**config.mk**
```make
export PLATFORM = sky130hd
export DESIGN_NAME = modulo_controle_jogo
export DESIGN_NICKNAME = d
export VERILOG_FILES = /design/src/rtl/modulo_controle_jogo.sv
export SDC_FILE = /design/constraint.sdc
export NUM_CORES = 1
export LEC_CHECK = 0
export BUFFER_PORTS_ARGS = -buffer_cell sky130_fd_sc_hd__buf_2
export CAP_MARGIN = 20
export CORE_ASPECT_RATIO = 0.7
export CORE_MARGIN = 3
export CORE_UTILIZATION = 52
export CTS_BUF_LIST = sky130_fd_sc_hd__clkbuf_8 sky130_fd_sc_hd__clkbuf_16
export CTS_CLUSTER_DIAMETER = 100
export DETAILED_ROUTE_END_ITERATION = 8
export PLACE_DENSITY_LB_ADDON = 0.2
export SLEW_MARGIN = 30
export SYNTH_ARGS = -nofsm -noshare
export SYNTH_HDL_FRONTEND = slang
export SYNTH_SLANG_ARGS = --single-unit
```
**constraint.sdc**
```tcl
create_clock -name clk -period 2.8 [get_ports clk]
set_clock_uncertainty 0.15 [all_clocks]
set_input_delay 0.42 -clock clk [delete_from_list [all_inputs] [get_ports clk]]
set_output_delay 0.42 -clock clk [all_outputs]
set_load 0.005 [all_outputs]
```
**src/rtl/modulo_controle_jogo.sv**
```systemverilog
// Naval-battle game sequencer: debounces the confirm button and walks CLEAR -> POSICIONAMENTO ->
// ATAQUE -> FIM, issuing single-cycle matrix strobes and tracking shots, hits and the outcome.
module modulo_controle_jogo #(
    parameter int DEB_CYCLES = 500000,
    parameter int SHOTS      = 15,
    localparam int SW        = $clog2(SHOTS + 1)
) (
    input  logic          clk,
    input  logic          clr,
    input  logic          button_confirmation,
    input  logic [5:0]    hh2,
    input  logic          ship_at_coord,
    input  logic          atk_at_coord,
    input  logic [5:0]    target_hits,
    output logic [1:0]    phase,
    output logic          mat_clr,
    output logic          po_load,
    output logic          at_load,
    output logic [2:0]    at_row,
    output logic [2:0]    at_col,
    output logic [SW-1:0] shots_left,
    output logic [5:0]    hits,
    output logic          win,
    output logic          lose,
    output logic          err
);
    // state    | meaning
    // S_CLEAR  | one cycle: clear matrices, restore counters
    // S_POS    | wait for press to load ship preset
    // S_ATAQUE | each press is one attack attempt
    // S_FIM    | game over, win/lose held until press
    localparam logic [1:0] S_CLEAR  = 2'b00;
    localparam logic [1:0] S_POS    = 2'b01;
    localparam logic [1:0] S_ATAQUE = 2'b10;
    localparam logic [1:0] S_FIM    = 2'b11;

    localparam int CW = $clog2(DEB_CYCLES + 1);

    logic          sync1_q, sync1_d, sync2_q, sync2_d;
    logic          deb_level_q, deb_level_d;
    logic [CW-1:0] deb_cnt_q, deb_cnt_d;
    logic          press_q, press_d;

    logic [1:0]    state_q, state_d;
    logic [5:0]    tgt_q, tgt_d;
    logic [SW-1:0] shots_q, shots_d;
    logic [5:0]    hits_q, hits_d;
    logic          win_q, win_d, lose_q, lose_d;
    logic          mat_clr_q, mat_clr_d, po_load_q, po_load_d;
    logic          at_load_q, at_load_d, err_q, err_d;
    logic [2:0]    at_row_q, at_row_d, at_col_q, at_col_d;

    logic [2:0]    row, col;
    logic          bad_target;
    logic [5:0]    hits_inc;
    logic [SW-1:0] shots_dec;

    always_comb begin
        sync1_d     = button_confirmation;
        sync2_d     = sync1_q;
        deb_level_d = deb_level_q;
        deb_cnt_d   = '0;
        press_d     = 1'b0;
        // The DEB_CYCLES-th consecutive differing sample flips the level.
        if (sync2_q != deb_level_q) begin
            if (deb_cnt_q == CW'(DEB_CYCLES - 1)) begin
                deb_level_d = sync2_q;
                press_d     = sync2_q;
            end else begin
                deb_cnt_d = deb_cnt_q + 1'b1;
            end
        end
    end

    assign row        = hh2[5:3];
    assign col        = hh2[2:0];
    assign bad_target = (row > 3'd6) || (col > 3'd4) || atk_at_coord;
    assign hits_inc   = (ship_at_coord && hits_q != 6'd63) ? hits_q + 6'd1 : hits_q;
    assign shots_dec  = (shots_q != '0) ? shots_q - 1'b1 : shots_q;

    always_comb begin
        state_d   = state_q;
        tgt_d     = tgt_q;
        shots_d   = shots_q;
        hits_d    = hits_q;
        win_d     = win_q;
        lose_d    = lose_q;
        at_row_d  = at_row_q;
        at_col_d  = at_col_q;
        mat_clr_d = 1'b0;
        po_load_d = 1'b0;
        at_load_d = 1'b0;
        err_d     = 1'b0;
        case (state_q)
            S_CLEAR: begin
                state_d   = S_POS;
                mat_clr_d = 1'b1;
                shots_d   = SW'(SHOTS);
                hits_d    = '0;
                win_d     = 1'b0;
                lose_d    = 1'b0;
            end
            S_POS: begin
                if (press_q) begin
                    po_load_d = 1'b1;
                    tgt_d     = target_hits;
                    if (target_hits == 6'd0) begin
                        state_d = S_FIM;
                        win_d   = 1'b1;
                    end else begin
                        state_d = S_ATAQUE;
                    end
                end
            end
            S_ATAQUE: begin
                if (press_q) begin
                    if (bad_target) begin
                        err_d = 1'b1;
                    end else begin
                        at_load_d = 1'b1;
                        at_row_d  = row;
                        at_col_d  = col;
                        shots_d   = shots_dec;
                        hits_d    = hits_inc;
                        // A scoring last shot counts as a win, not a loss.
                        if (hits_inc == tgt_q) begin
                            state_d = S_FIM;
                            win_d   = 1'b1;
                        end else if (shots_dec == '0) begin
                            state_d = S_FIM;
                            lose_d  = 1'b1;
                        end
                    end
                end
            end
            default: begin
                if (press_q) state_d = S_CLEAR;
            end
        endcase
    end

    always_ff @(posedge clk) begin
        if (clr) begin
            sync1_q     <= 1'b0;
            sync2_q     <= 1'b0;
            deb_level_q <= 1'b0;
            deb_cnt_q   <= '0;
            press_q     <= 1'b0;
            state_q     <= S_CLEAR;
            tgt_q       <= '0;
            shots_q     <= SW'(SHOTS);
            hits_q      <= '0;
            win_q       <= 1'b0;
            lose_q      <= 1'b0;
            mat_clr_q   <= 1'b0;
            po_load_q   <= 1'b0;
            at_load_q   <= 1'b0;
            err_q       <= 1'b0;
            at_row_q    <= '0;
            at_col_q    <= '0;
        end else begin
            sync1_q     <= sync1_d;
            sync2_q     <= sync2_d;
            deb_level_q <= deb_level_d;
            deb_cnt_q   <= deb_cnt_d;
            press_q     <= press_d;
            state_q     <= state_d;
            tgt_q       <= tgt_d;
            shots_q     <= shots_d;
            hits_q      <= hits_d;
            win_q       <= win_d;
            lose_q      <= lose_d;
            mat_clr_q   <= mat_clr_d;
            po_load_q   <= po_load_d;
            at_load_q   <= at_load_d;
            err_q       <= err_d;
            at_row_q    <= at_row_d;
            at_col_q    <= at_col_d;
        end
    end

    assign phase      = state_q;
    assign mat_clr    = mat_clr_q;
    assign po_load    = po_load_q;
    assign at_load    = at_load_q;
    assign at_row     = at_row_q;
    assign at_col     = at_col_q;
    assign shots_left = shots_q;
    assign hits       = hits_q;
    assign win        = win_q;
    assign lose       = lose_q;
    assign err        = err_q;
endmodule

```
## Yosys cells after proc, flatten, opt, wreduce, memory -nomap -nowiden

Index checks and enable logic that the tools add are counted.

| word-level totals | value |
|---|---|
| register bits after elaboration | 53 |
| input port bits | 17 |
| output and inout bits | 24 |
| word-level logic and storage cells | 94 |

| cells by class | value |
|---|---|
| add/sub/neg operators | 3 |
| order comparisons | 2 |
| equality and inequality tests | 14 |
| multiplexer cells | 31 |
| bitwise operators | 6 |
| reduce and logical (&&, ||, !) cells | 21 |

Operator list:

| kind | number |
|---|---|
| 19-bit by 1-bit adder with 19-bit output (second input constant) | 1 |
| 19-bit == test (second input constant) | 1 |
| 6-bit two-way mux | 3 |
| 1-bit two-way mux | 14 |
| 2-bit != test (second input constant) | 7 |
| 2-bit two-way mux | 6 |
| 4-bit two-way mux | 3 |
| 6-bit case mux with 2 select lines | 1 |
| 5-bit AND reduction | 2 |
| 3-bit OR reduction | 3 |
| 4-bit case mux with 2 select lines | 1 |
| 6-bit by 1-bit adder with 6-bit output (second input constant) | 1 |
| 6-bit == test | 1 |
| 3-bit greater-than comparator (second input constant) | 2 |
| 6-bit zero test | 1 |
| 6-bit != test (second input constant) | 1 |
| 1-bit inverter | 6 |
| 2-bit case mux with 3 select lines | 1 |
| 3-bit AND reduction | 2 |
| 6-bit AND reduction | 1 |
| 4-bit zero test | 1 |
| 2-bit AND reduction | 2 |
| 2-bit nonzero test | 2 |
| 4-bit nonzero test | 1 |
| other kinds (12) | 13 |

## Longest topological paths before layout

| logic depth | value |
|---|---|
| depth in word-level cells | 8 |
| gate-level depth with buffers | 9 |
| mapped depth without buffers | 8 |

## Worst setup path after synthesis

OpenSTA, ideal clock, no wires.

| timing path | value |
|---|---|
| path kind | register -> register |
| start | register hits_q[0], in the netlist hits[0] |
| end | register state_q[0], in the netlist phase[0] |
| setup time | 0.121 ns |
| arrival time | 1.985 ns |
| required time | 2.529 ns |
| slack | 0.544 ns |
| stages on the path, launching flop included | 8 |
| path buffers | 0 |
| clock period less this slack | 2.256 ns |
| cell sequence | dfxtp_1 -> ha_1 -> xor2_1 -> a32o_1 -> nor4_2 -> and4_4 -> a21oi_2 -> mux2_4 |

| on the way | value |
|---|---|
| word-level cells in the longest chain between the ends | 8 |
| elaborated cells on any way between the ends | 11 |
| classes of those cells | 1 x add/sub; 3 x eq/ne; 5 x mux; 2 x reduce/logical |

Ends and longest elaborated chain:

| what | line | RTL |
|---|---|---|
| start, declared | 47 | `logic [5:0] hits_q, hits_d;` |
| start signal, assigned | 170 | `hits_q <= hits_d;` |
| branches (longest 2 deep; another with 6-bit by 1-bit adder with 6-bit output) | - |  |
| 6-bit two-way mux (*) | 78 | `assign hits_inc = (ship_at_coord && hits_q != 6'd63) ? hits_q + 6'd1 : hits_q;` |
| 6-bit == test (*) | 126 | `if (hits_inc == tgt_q) begin` |
| 2-bit two-way mux | 126 |  |
| 2-bit two-way mux | 117 | `if (bad_target) begin` |
| 2-bit two-way mux | 116 | `if (press_q) begin` |
| 2-bit case mux with 3 select lines | 94 | `case (state_q)` |
| end signal, assigned | 167 | `state_q <= state_d;` |
| end, declared | 44 | `logic [1:0] state_q, state_d;` |

Every way passes the cells marked *. The select of a mux whose other input is x is not followed.
A chain may end at the register's enable or synchronous reset.

## Worst setup path in the final report

| timing path | value |
|---|---|
| start | register hits_q[1], in the netlist hits[1] |
| end | register state_q[0], in the netlist phase[0] |

The elaborated chain is that of the path after synthesis.

==> out/results.ini <==
[worst_setup_path]
cp-start-kind = register
r2r_start = hits[1]$_SDFFE_PP0P_
critical_path_class = reg2reg
reg2reg_depth = 7
r2r-end = phase[0]$_SDFFE_PP0P_
reg2reg_setup_slack_ns = 0.35
crit_buf_inv = 0
crit_required_ns = 2.85
worst_path_max_delay_cell = dfxtp_1
cp_top_family = compound AO/OA/AOI/OAI gates
critPathCaptureType = register
crit_chain = ha_1, nand3_1, o21ai_1, o22ai_1, nor4b_2, a21oi_2, mux2_4
arrival_ns = 2.50
cpPeakStageDelay_ns = 0.51
crit_path_max_fanout = 9
startpoint = hits[1]$_SDFFE_PP0P_

[sta]
whs_ns = 0.177
fin_crit_ns = 2.45
rsz0062_at_grt = no
clock.fmax_mhz = 409
layout_worst_path_cycle_share_pct = 87.4
setup_ws_ns = 0.352
setup_tns_ns = 0
drv_slew = 0
worstMarginPinSlew_ns = 0.620
timing.final.hold_violations = 0
finalSetupViolations = 0
relSlewSlack_pct = 58.6

[floorplanning]
start_util_pct = 55.2
die_h_um = 66.3
core_um2 = 4890
die_width_um = 92.1
rows = 21
die-area_um2 = 6110
top_level_ports = 41

[routing]
wl_per_cell_um = 13.7
drc = 0
wl_um = 5880
ant_nets = 0
viasPerCell = 5.53
via_count = 2374
drtIter0Drc = 224
firstDrtPassIters = 4

[synth]
synth_ff_type = dfxtp_1
synth_cells = 324
yosysWarnings = 0
syn_nets = 348
synth_area_leaders = dfxtp_1, nor2_1, nand2_1, xor2_1, a21oi_1
synth_area_um2 = 2700
synth_enable_flop_cells = 0
synth_largest_area_cell = dfxtp_1
synth_top_area_share_pct = 39.3
synth_common_cells = dfxtp_1, nor2_1, nand2_1
ys_async_sr_fraction_pct = 0
yosysSeqAreaShare_pct = 39.3
ys_ff_latch = 53
ys_types = 58
yosysMostFrequentCell = dfxtp_1
syn_area_per_cell_um2 = 8.33

[clock_tree]
numCtsBuffers = 5
hold_buffers = 0
clockBufferDepth = 2
htree_levels = 2
cts_sinks = 53
cts-root-buf = clkbuf_8
insertion_delay_ns = 0.30
post_cts_buffers = 0
clkTransAtPathRegs_ns = 0.10
cts_tree = yes
ctsResizeCount = 0

[min_path]
hold_end = sync1_q$_SDFF_PP0_
min_from = button_confirmation
holdPathStages = 2
min_path_type = in2reg

[place]
place_ws_ns = 0.384
place_area_um2 = 2940
io_buffers = 40
place.gp.congestion = 0.907
dp_hpwl_um = 4320
dp_cells = 421

[grt]
grt_overflow = 0
grt_use_total_pct = 20.0
grt_max_degree = 36
grt_pass1_vias = 2022
grt_pass1_wl_um = 9840
antenna_found_initial = 0

[power]
irDropWorstVdd_v = 0.000321
p_clk_share_pct = 28.0
combPwrFrac_pct = 19.7
power_frac_seq_pct = 52.3
switching_share_pct = 28.6
power.density_nw_per_um2 = 499
cellInternalPower_mw = 1.08
power.total_mw = 1.51
switchingPower_uw = 431
p_leak_nw = 1.18

[finish]
instances_no_fill = 429
final_util_pct = 61.8
antenna_cells = 0
fin_area_um2 = 3020
drive_gt1_share_pct = 17.2
syn2layout_area_growth_pct = 11.9
nNetsFinal = 383

[run]
max_cap_violations = 0

[status]
status = finished clean

## worst max path at each step
stage | end | depth (start not counted)
floorplan | phase[0]$_SDFFE_PP0P_ | 7
global placement | phase[0]$_SDFFE_PP0P_ | 7
detailed placement | phase[0]$_SDFFE_PP0P_ | 7
CTS | phase[0]$_SDFFE_PP0P_ | 7
global route | phase[0]$_SDFFE_PP0P_ | 7
finish | phase[0]$_SDFFE_PP0P_ | 7
## power by group through the flow
stage               combinational [mW]  clock [mW]  sequential [mW]
floorplan                        0.212           0            0.805
global placement                 0.285           0            0.806
detailed placement               0.291           0            0.805
CTS                              0.293       0.432            0.788
global route                     0.327       0.465            0.791
finish                           0.296       0.422            0.789
## per-layer routing
layer | wire (um) | global-route usage [%] | up-vias
met2 | 2220 | 27.3 | 77
met5 | 0 | 0 | -
li1 | - | - | 1210
met4 | 15 | 4.44 | 0
met1 | 3230 | 31.6 | 1084
met3 | 419 | 4.10 | 3
## final cells by class
class / instances / area [um^2]
Multi-Input combinational cell: 248 / 1530
Timing Repair Buffer: 44 / 230
Tap cell: 69 / 86.3
Inverter: 7 / 26.3
Clock buffer: 5 / 68.8
Sequential cell: 53 / 1060
Clock inverter: 3 / 17.5
Fill cell: 452 / 1870
## cell usage in the layout, fill, tap and decap left out, types with 5 or more instances in the layout
cell type and n:
a21oi_1 21, and3_1 5, and4_1 5, buf_2 40
clkbuf_8 5, dfxtp_1 53, ha_1 7, inv_1 7
nand2_1 40, nand3_1 19, nand4_1 6, nor2_1 41
nor2b_1 6, nor3_1 7, nor4_1 5, xnor2_1 10
xor2_1 15
## state kept, by name, summed over array words and instances (netlist names)
register     count
phase            2
po_load          1
lose             1
sync1_q          1
press_q          1
deb_level_q      1
tgt_q            6
at_row           3
at_col           3
win              1
at_load          1
mat_clr          1
deb_cnt_q       19
sync2_q          1
err              1
shots_left       4
hits             6
## worst register-to-register path, cell delays in order (launching register included)
cell,delay [ns]
dfxtp_1,0.51
ha_1,0.36
nand3_1,0.16
o21ai_1,0.31
o22ai_1,0.18
nor4b_2,0.26
a21oi_2,0.12
mux2_4,0.30
## logic make-up after synthesis
| group | count (synthesis) | share of synthesized area (%) |
|---|---|---|
| AND/OR/NAND/NOR | 159 | 30.5 |
| AO/OA/AOI/OAI | 53 | 13.0 |
| flip-flops | 53 | 39.3 |
| XOR/XNOR | 25 | 8.11 |
| buffers and inverters | 23 | 3.99 |
| adder cells (fa/ha/maj) | 7 | 3.24 |
| multiplexers | 4 | 1.85 |
Power figures use the tool's default switching activity.
